===== src/rtl/if_id_stage.sv =====
// Fetch front end: PC/nPC pair with delayed branching, the imem address, and the IF/ID register.
// Honours hazard stalls and ID-stage redirect/annul; a saturating counter records stall cycles.
module if_id_stage #(
  parameter int                ADDR_W   = 32,
  parameter int                INSTR_W  = 32,
  parameter logic [ADDR_W-1:0] RESET_PC = '0,
  parameter int                CNT_W    = 16
) (
  input  logic               clk,
  input  logic               reset,
  input  logic               stall,
  input  logic               br_taken,
  input  logic [ADDR_W-1:0]  br_target,
  input  logic               annul,
  input  logic [INSTR_W-1:0] imem_data,
  output logic [ADDR_W-1:0]  imem_addr,
  output logic [INSTR_W-1:0] instr_id,
  output logic [ADDR_W-1:0]  pc_id,
  output logic [ADDR_W-1:0]  npc_id,
  output logic               nop_id,
  output logic [CNT_W-1:0]   stall_cnt
);

  typedef enum logic {
    ST_BOOT = 1'b0,
    ST_RUN  = 1'b1
  } state_t;

  localparam logic [ADDR_W-1:0] PC_STEP   = ADDR_W'(4);
  localparam logic [ADDR_W-1:0] RESET_NPC = RESET_PC + PC_STEP;
  localparam logic [CNT_W-1:0]  CNT_MAX   = '1;

  state_t               state_q, state_d;
  logic [ADDR_W-1:0]    pc_q, pc_d;
  logic [ADDR_W-1:0]    npc_q, npc_d;
  logic [INSTR_W-1:0]   instr_q, instr_d;
  logic [ADDR_W-1:0]    pc_id_q, pc_id_d;
  logic [ADDR_W-1:0]    npc_id_q, npc_id_d;
  logic                 nop_q, nop_d;
  logic [CNT_W-1:0]     cnt_q, cnt_d;

  // Sequential successor wraps modulo 2^ADDR_W by construction.
  logic [ADDR_W-1:0]    seq_npc;
  assign seq_npc = npc_q + PC_STEP;

  always_comb begin
    state_d  = state_q;
    pc_d     = pc_q;
    npc_d    = npc_q;
    instr_d  = instr_q;
    pc_id_d  = pc_id_q;
    npc_id_d = npc_id_q;
    nop_d    = nop_q;
    cnt_d    = cnt_q;

    case (state_q)
      ST_BOOT: begin
        state_d  = ST_RUN;
        instr_d  = '0;
        pc_id_d  = '0;
        npc_id_d = '0;
        nop_d    = 1'b1;
      end
      ST_RUN: begin
        if (stall) begin
          // ID is frozen too, so any redirect is re-presented once the stall lifts.
          if (cnt_q != CNT_MAX) begin
            cnt_d = cnt_q + CNT_W'(1);
          end
        end else begin
          pc_id_d  = pc_q;
          npc_id_d = npc_q;
          if (annul) begin
            instr_d = '0;
            nop_d   = 1'b1;
          end else begin
            instr_d = imem_data;
            nop_d   = 1'b0;
          end
          pc_d  = npc_q;
          npc_d = br_taken ? br_target : seq_npc;
        end
      end
    endcase
  end

  always_ff @(posedge clk) begin
    if (!reset) begin
      state_q  <= ST_BOOT;
      pc_q     <= RESET_PC;
      npc_q    <= RESET_NPC;
      instr_q  <= '0;
      pc_id_q  <= '0;
      npc_id_q <= '0;
      nop_q    <= 1'b1;
      cnt_q    <= '0;
    end else begin
      state_q  <= state_d;
      pc_q     <= pc_d;
      npc_q    <= npc_d;
      instr_q  <= instr_d;
      pc_id_q  <= pc_id_d;
      npc_id_q <= npc_id_d;
      nop_q    <= nop_d;
      cnt_q    <= cnt_d;
    end
  end

  assign imem_addr = pc_q;
  assign instr_id  = instr_q;
  assign pc_id     = pc_id_q;
  assign npc_id    = npc_id_q;
  assign nop_id    = nop_q;
  assign stall_cnt = cnt_q;

endmodule


===== config.mk =====
export PLATFORM = sky130hd
export DESIGN_NAME = if_id_stage
export DESIGN_NICKNAME = d
export VERILOG_FILES = /design/src/rtl/if_id_stage.sv
export SDC_FILE = /design/constraint.sdc
export NUM_CORES = 1
export LEC_CHECK = 0
export ABC_AREA = 1
export CAP_MARGIN = 10
export CORE_ASPECT_RATIO = 1.75
export CORE_UTILIZATION = 49
export CTS_BUF_LIST = sky130_fd_sc_hd__clkbuf_2
export CTS_CLUSTER_SIZE = 8
export DETAILED_ROUTE_END_ITERATION = 12
export HOLD_SLACK_MARGIN = 0.05
export PLACE_DENSITY = 0.82
export SYNTH_ARGS = -nofsm -noshare
export SYNTH_HDL_FRONTEND = slang
export SYNTH_SLANG_ARGS = --single-unit

===== constraint.sdc =====
create_clock -name clk -period 2 [get_ports clk]
set_clock_uncertainty 0.1 [all_clocks]
set_input_delay 0.2 -clock clk [delete_from_list [all_inputs] [get_ports clk]]
set_output_delay 0.2 -clock clk [all_outputs]
set_load 0.01 [all_outputs]

## Word level (Yosys, flattened, before mapping)

Index checks and enable logic that the tools add are counted.
W data, S select, Z words.

| storage, ports and cells | value |
|---|---|
| bits in registers | 178 |
| input bits | 69 |
| output and inout port bits | 145 |

| operators by class | value |
|---|---|
| $add $sub $neg | 2 |
| eq/ne operators | 2 |
| multiplexer cells | 12 |
| bitwise operators | 2 |
| reduce and logical (&&, ||, !) cells | 2 |

Operator list:

| kind | number |
|---|---|
| $pmux W32 S2 | 3 |
| $mux W32 | 5 |
| $add A32 B3 Y32 const B | 1 |
| $add A16 B1 Y16 const B | 1 |
| $ne A16 B16 Y1 const B | 1 |
| $mux W1 | 3 |
| $reduce_and A3 Y1 | 1 |
| $ne A2 B2 Y1 const B | 1 |
| $not A1 Y1 | 2 |
| $pmux W1 S2 | 1 |
| $reduce_and A2 Y1 | 1 |

## Longest topological paths before layout

Gate-level depths: netlist of run 1.

| logic depth | value |
|---|---|
| word-level depth | 3 |
| depth in mapped cells | 11 |

## Worst setup path before layout of run 1

OpenSTA, ideal clock, no wires.

| timing path | value |
|---|---|
| path type | register to register |
| from | reg cnt_q[0] (netlist: stall_cnt[0]) |
| to | reg cnt_q[12] (netlist: stall_cnt[12]) |
| library setup time | 0.115 ns |
| arrival | 1.456 ns |
| data required time | 1.785 ns |
| path slack | 0.329 ns |
| stages on the path, launching flop included | 10 |
| path buffers | 1 |
| path through | dfxtp_1 > ha_1 > nand3_2 > nor2_1 > nand3_1 > nand2_2 > inv_2 > buf_2 > a21oi_1 > nor2_1 |

| on the way | value |
|---|---|
| word-level cells in the longest chain between the ends | 2 |
| elaborated cells between the ends (all ways) | 3 |
| classes of those cells | add/sub: 1; eq/ne: 1; reduce/logical: 1 |

RTL lines:

| element | line | RTL |
|---|---|---|
| start, declared | 40 | `logic [CNT_W-1:0] cnt_q, cnt_d;` |
| start signal, assigned | 105 | `cnt_q <= cnt_d;` |
| parallel branches: the longest is 2 deep, another holds $add A16 B1 Y16 | -- |  |

Several ways; the timed one is not identified.
A chain may end at the register's enable or synchronous reset.

## Final worst setup path of run 1

| timing path | value |
|---|---|
| from | reg cnt_q[5] (netlist: stall_cnt[5]) |
| to | reg cnt_q[7] (netlist: stall_cnt[7]) |

Same word-level chain as after synthesis.

==> results of run 1 <==
[worst paths after layout]
kind	from	end	slack, ns	cells after the start
max	stall_cnt[5]$_SDFFE_PN0P_	stall_cnt[7]$_SDFFE_PN0P_	0.07	11
min	br_target[14]	npc_q[14]$_SDFFE_PN0P_	0.13	5
min reg2reg	imem_addr[19]$_SDFFE_PN0P_	pc_id[19]$_SDFFE_PN0N_	0.34	2
max reg2reg	stall_cnt[5]$_SDFFE_PN0P_	stall_cnt[7]$_SDFFE_PN0P_	0.07	11
[cell usage in the layout, fill, tap and decap left out, types with 17 or more instances in the layout]
cell             instances
a21oi_1                151
buf_4                   54
clkbuf_2                19
clkdlybuf4s50_1         72
dfxtp_1                 62
dfxtp_2                109
dlygate4sd2_1          120
dlygate4sd3_1           61
dlymetal6s2s_1          21
inv_1                   59
nand2_1                383
nand3_1                 47
nor2_1                  83
nor3_1                  20
o21ai_0                 17
[area by class of cell]
cell class	count	area, µm²
clock buffers	19	95.1
diodes	1	2.50
repair buffers	338	3250
well taps	183	229
fillers	1108	3720
inverters	64	243
clock inverters	13	174
multi-input cells	766	3470
flip-flops and latches	178	3730
[synthesized netlist by cell type (all sizes together) (4+ instances only)]
cell and instances:
a31oi 4, a21oi 157, dfxtp 178, xor2 4
clkbuf 21, inv 61, o211ai 7, nand3 49
o21ai 20, nor3 21, nand2 392, nor2 96
buf 35
[logic make-up after synthesis]
family	synth area share, %
compound gates	13.8
simple gates	31.0
flops	47.5
fa+ha+maj	0.333
xor+xnor	0.584
buf+inv	6.75
[layer usage]
layer | track usage [%] | vias to the layer above
li1 | - | 4014
met1 | 34.1 | 3926
met2 | 57.7 | 372
met3 | 5.46 | 120
met4 | 20.7 | 0
met5 | 0 | -
[what timing repair did]
item,in CTS,in global routing
setup endpoints to repair,140,34
buffers inserted,37,2
gates resized for setup,239,33
gates cloned,0,0
endpoints found under the hold margin,67,0
hold buffers,61,0
[worst max-delay path: stages, from the launching register on]
cell and delay, ns:
dfxtp_4 0.42, buf_4 0.14, nand2_1 0.15, inv_1 0.06
nand2_1 0.13, nor2_4 0.06, nand3_1 0.08, nand2_2 0.11
buf_4 0.18, o21ai_0 0.19, inv_1 0.08, nor3_1 0.15
[sequential cells by signal (all words and copies together) (netlist names)]
signal	flops
npc_id	32
imem_addr	32
pc_id	32
instr_id	32
npc_q	32
stall_cnt	16
state_q	1
nop_id	1
[stage by stage]
stage               instance area, µm²  power [µW]
CTS                              11100        6470
global placement                  9920        4380
detailed placement                9920        4390
finish                           11200        6470
global route                     11200        6710
floorplan                         7500        4040
[power groups by stage]
stage | registers, µW | clock network [µW] | logic (µW)
after floorplan | 3750 | 0 | 283
after global placement | 3750 | 0 | 623
after detailed placement | 3760 | 0 | 631
after CTS | 3680 | 2070 | 727
after global routing | 3690 | 2220 | 801
final | 3680 | 2040 | 743
==> run_results.csv, run 1 <==
group,metric,value,unit
logic_synthesis,yosys-top-cells-area,"dfxtp_1 (47%), nand2_1 (19%), a21oi_1 (10%), nor2_1 (4.3%), nand3_1 (3.1%)",
drt,dr_wl_met2,13400,µm
timing,drv_slew,0,
floorplanning,start_util,50.3,%
setup_path,end_kind,"flop",
placed_design,dp_cells,1429,
timing,clock.fmax,518,MHz
power,p_sw,1750,µW
power,p_leak,0.00496,µW
logic_synthesis,syn_area_per_cell,7.05,µm²
floorplanning,fp-row-count,59,
floorplanning,ios,214,
clock_tree,cts_max_path_buffers,2,
drt,routed-via-count,8432,
drt,drc,0,
setup_path,critPathArrivalTime,2.50,ns
power,peakVddDrop,0.000342,V
timing,setup_viol,0,
logic_synthesis,yosys_warnings,0,
power,power_density,578,mW/mm²
timing,period_share,96.6,%
floorplanning,die-area,0.0158,mm²
floorplanning,fp.dieH,166,µm
timing,hold_slack,0.135,ns
clock_tree,cts_buffers,17,
clock_tree,clock-sinks,178,
logic_synthesis,seq_area_frac_synth,47.5,%
final_layout,drive_gt1_share,17.9,%
clock_tree,clk_latency,0.75,ns
drt,dr.pass1.iters,7,
logic_synthesis,synth_ff_type,"dfxtp_1",
clock_tree,htreeDepth,4,
final_layout,layout.nets,1436,
drt,drt-initial-drc-count,509,
placed_design,pre_cts_ws,0.119,ns
power,sw_frac_of_total,27.0,%
drt,wl,25600,µm
logic_synthesis,synth_seq_cells,178,
status,outcome,"complete, no violations",
timing,slew_headroom,69.1,%
floorplanning,die_width,95.5,µm
setup_path,cp_data_required_time,2.57,ns
placed_design,gp_congestion,0.946,
logic_synthesis,synth_cell_types,37,
timing,min_period,1.93,ns
setup_path,start_kind,"flop",
drt,top_layer,"met4",
drt,met3_length,1490,µm
timing,timing.setup.tns,0,ns
power,p_int,4720,µW
timing,hold_viol,0,
global_routing,grt_pass1_vias,8222,
logic_synthesis,synth.cell_area,0.00750,mm²
setup_path,path_class,"flop to flop",
logic_synthesis,syn_inst,1064,
setup_path,cp_max_fo,8,
timing,grt_setup_unrepaired,"false",
placed_design,post-dp-hpwl,16400,µm
clock_tree,cts.clk_slew.worst_paths,0.28,ns
global_routing,grt_pass1_wl,40100,µm
global_routing,grtUsageTotal,32.5,%
global_routing,antenna_found_initial,1,
logic_synthesis,synth_top_cell_area_share,47.5,%
clock_tree,clockRootBuffer,"clkbuf_2",
global_routing,grt_max_degree,73,
final_layout,areaGrowthSynthToFinish,49.1,%
power,pwr-share-comb,11.5,%
logic_synthesis,ys_async_sr_fraction,0,%
final_layout,stdcell_count,1562,
drt,vias_per_cell,5.40,
flow_run,drv_cap,0,
logic_synthesis,synth_nets,1135,
timing,worstMarginPinSlew,0.463,ns
final_layout,final_util,75.0,%
drt,wirelength_met1,9110,µm
power,clock_power_share,31.6,%
power,pwr-share-seq,56.9,%
logic_synthesis,yosysTopAreaCell,"dfxtp_1",
logic_synthesis,synth_edf_count,0,
timing,setup_ws,0.0677,ns
placed_design,portBuffers,213,
floorplanning,design.core.area,0.0149,mm²
global_routing,grt_overflow,0,
drt,ant_nets,0,
drt,wl_per_cell,16.4,µm
clock_tree,cts_tree,"built",
min_path,hp-class,"input pin to flop",
No activity file was read; power rests on OpenSTA's default activity.
==> inputs of run 2 (changes only) <==
--- a/config.mk
+++ b/config.mk
@@ -17,3 +17,4 @@
 export SYNTH_ARGS = -nofsm -noshare
 export SYNTH_HDL_FRONTEND = slang
 export SYNTH_SLANG_ARGS = --single-unit
+export TNS_END_PERCENT = 100
==> results of run 2 <==
Same layout as run 1: the final DEF is identical, and so are final timing and power.
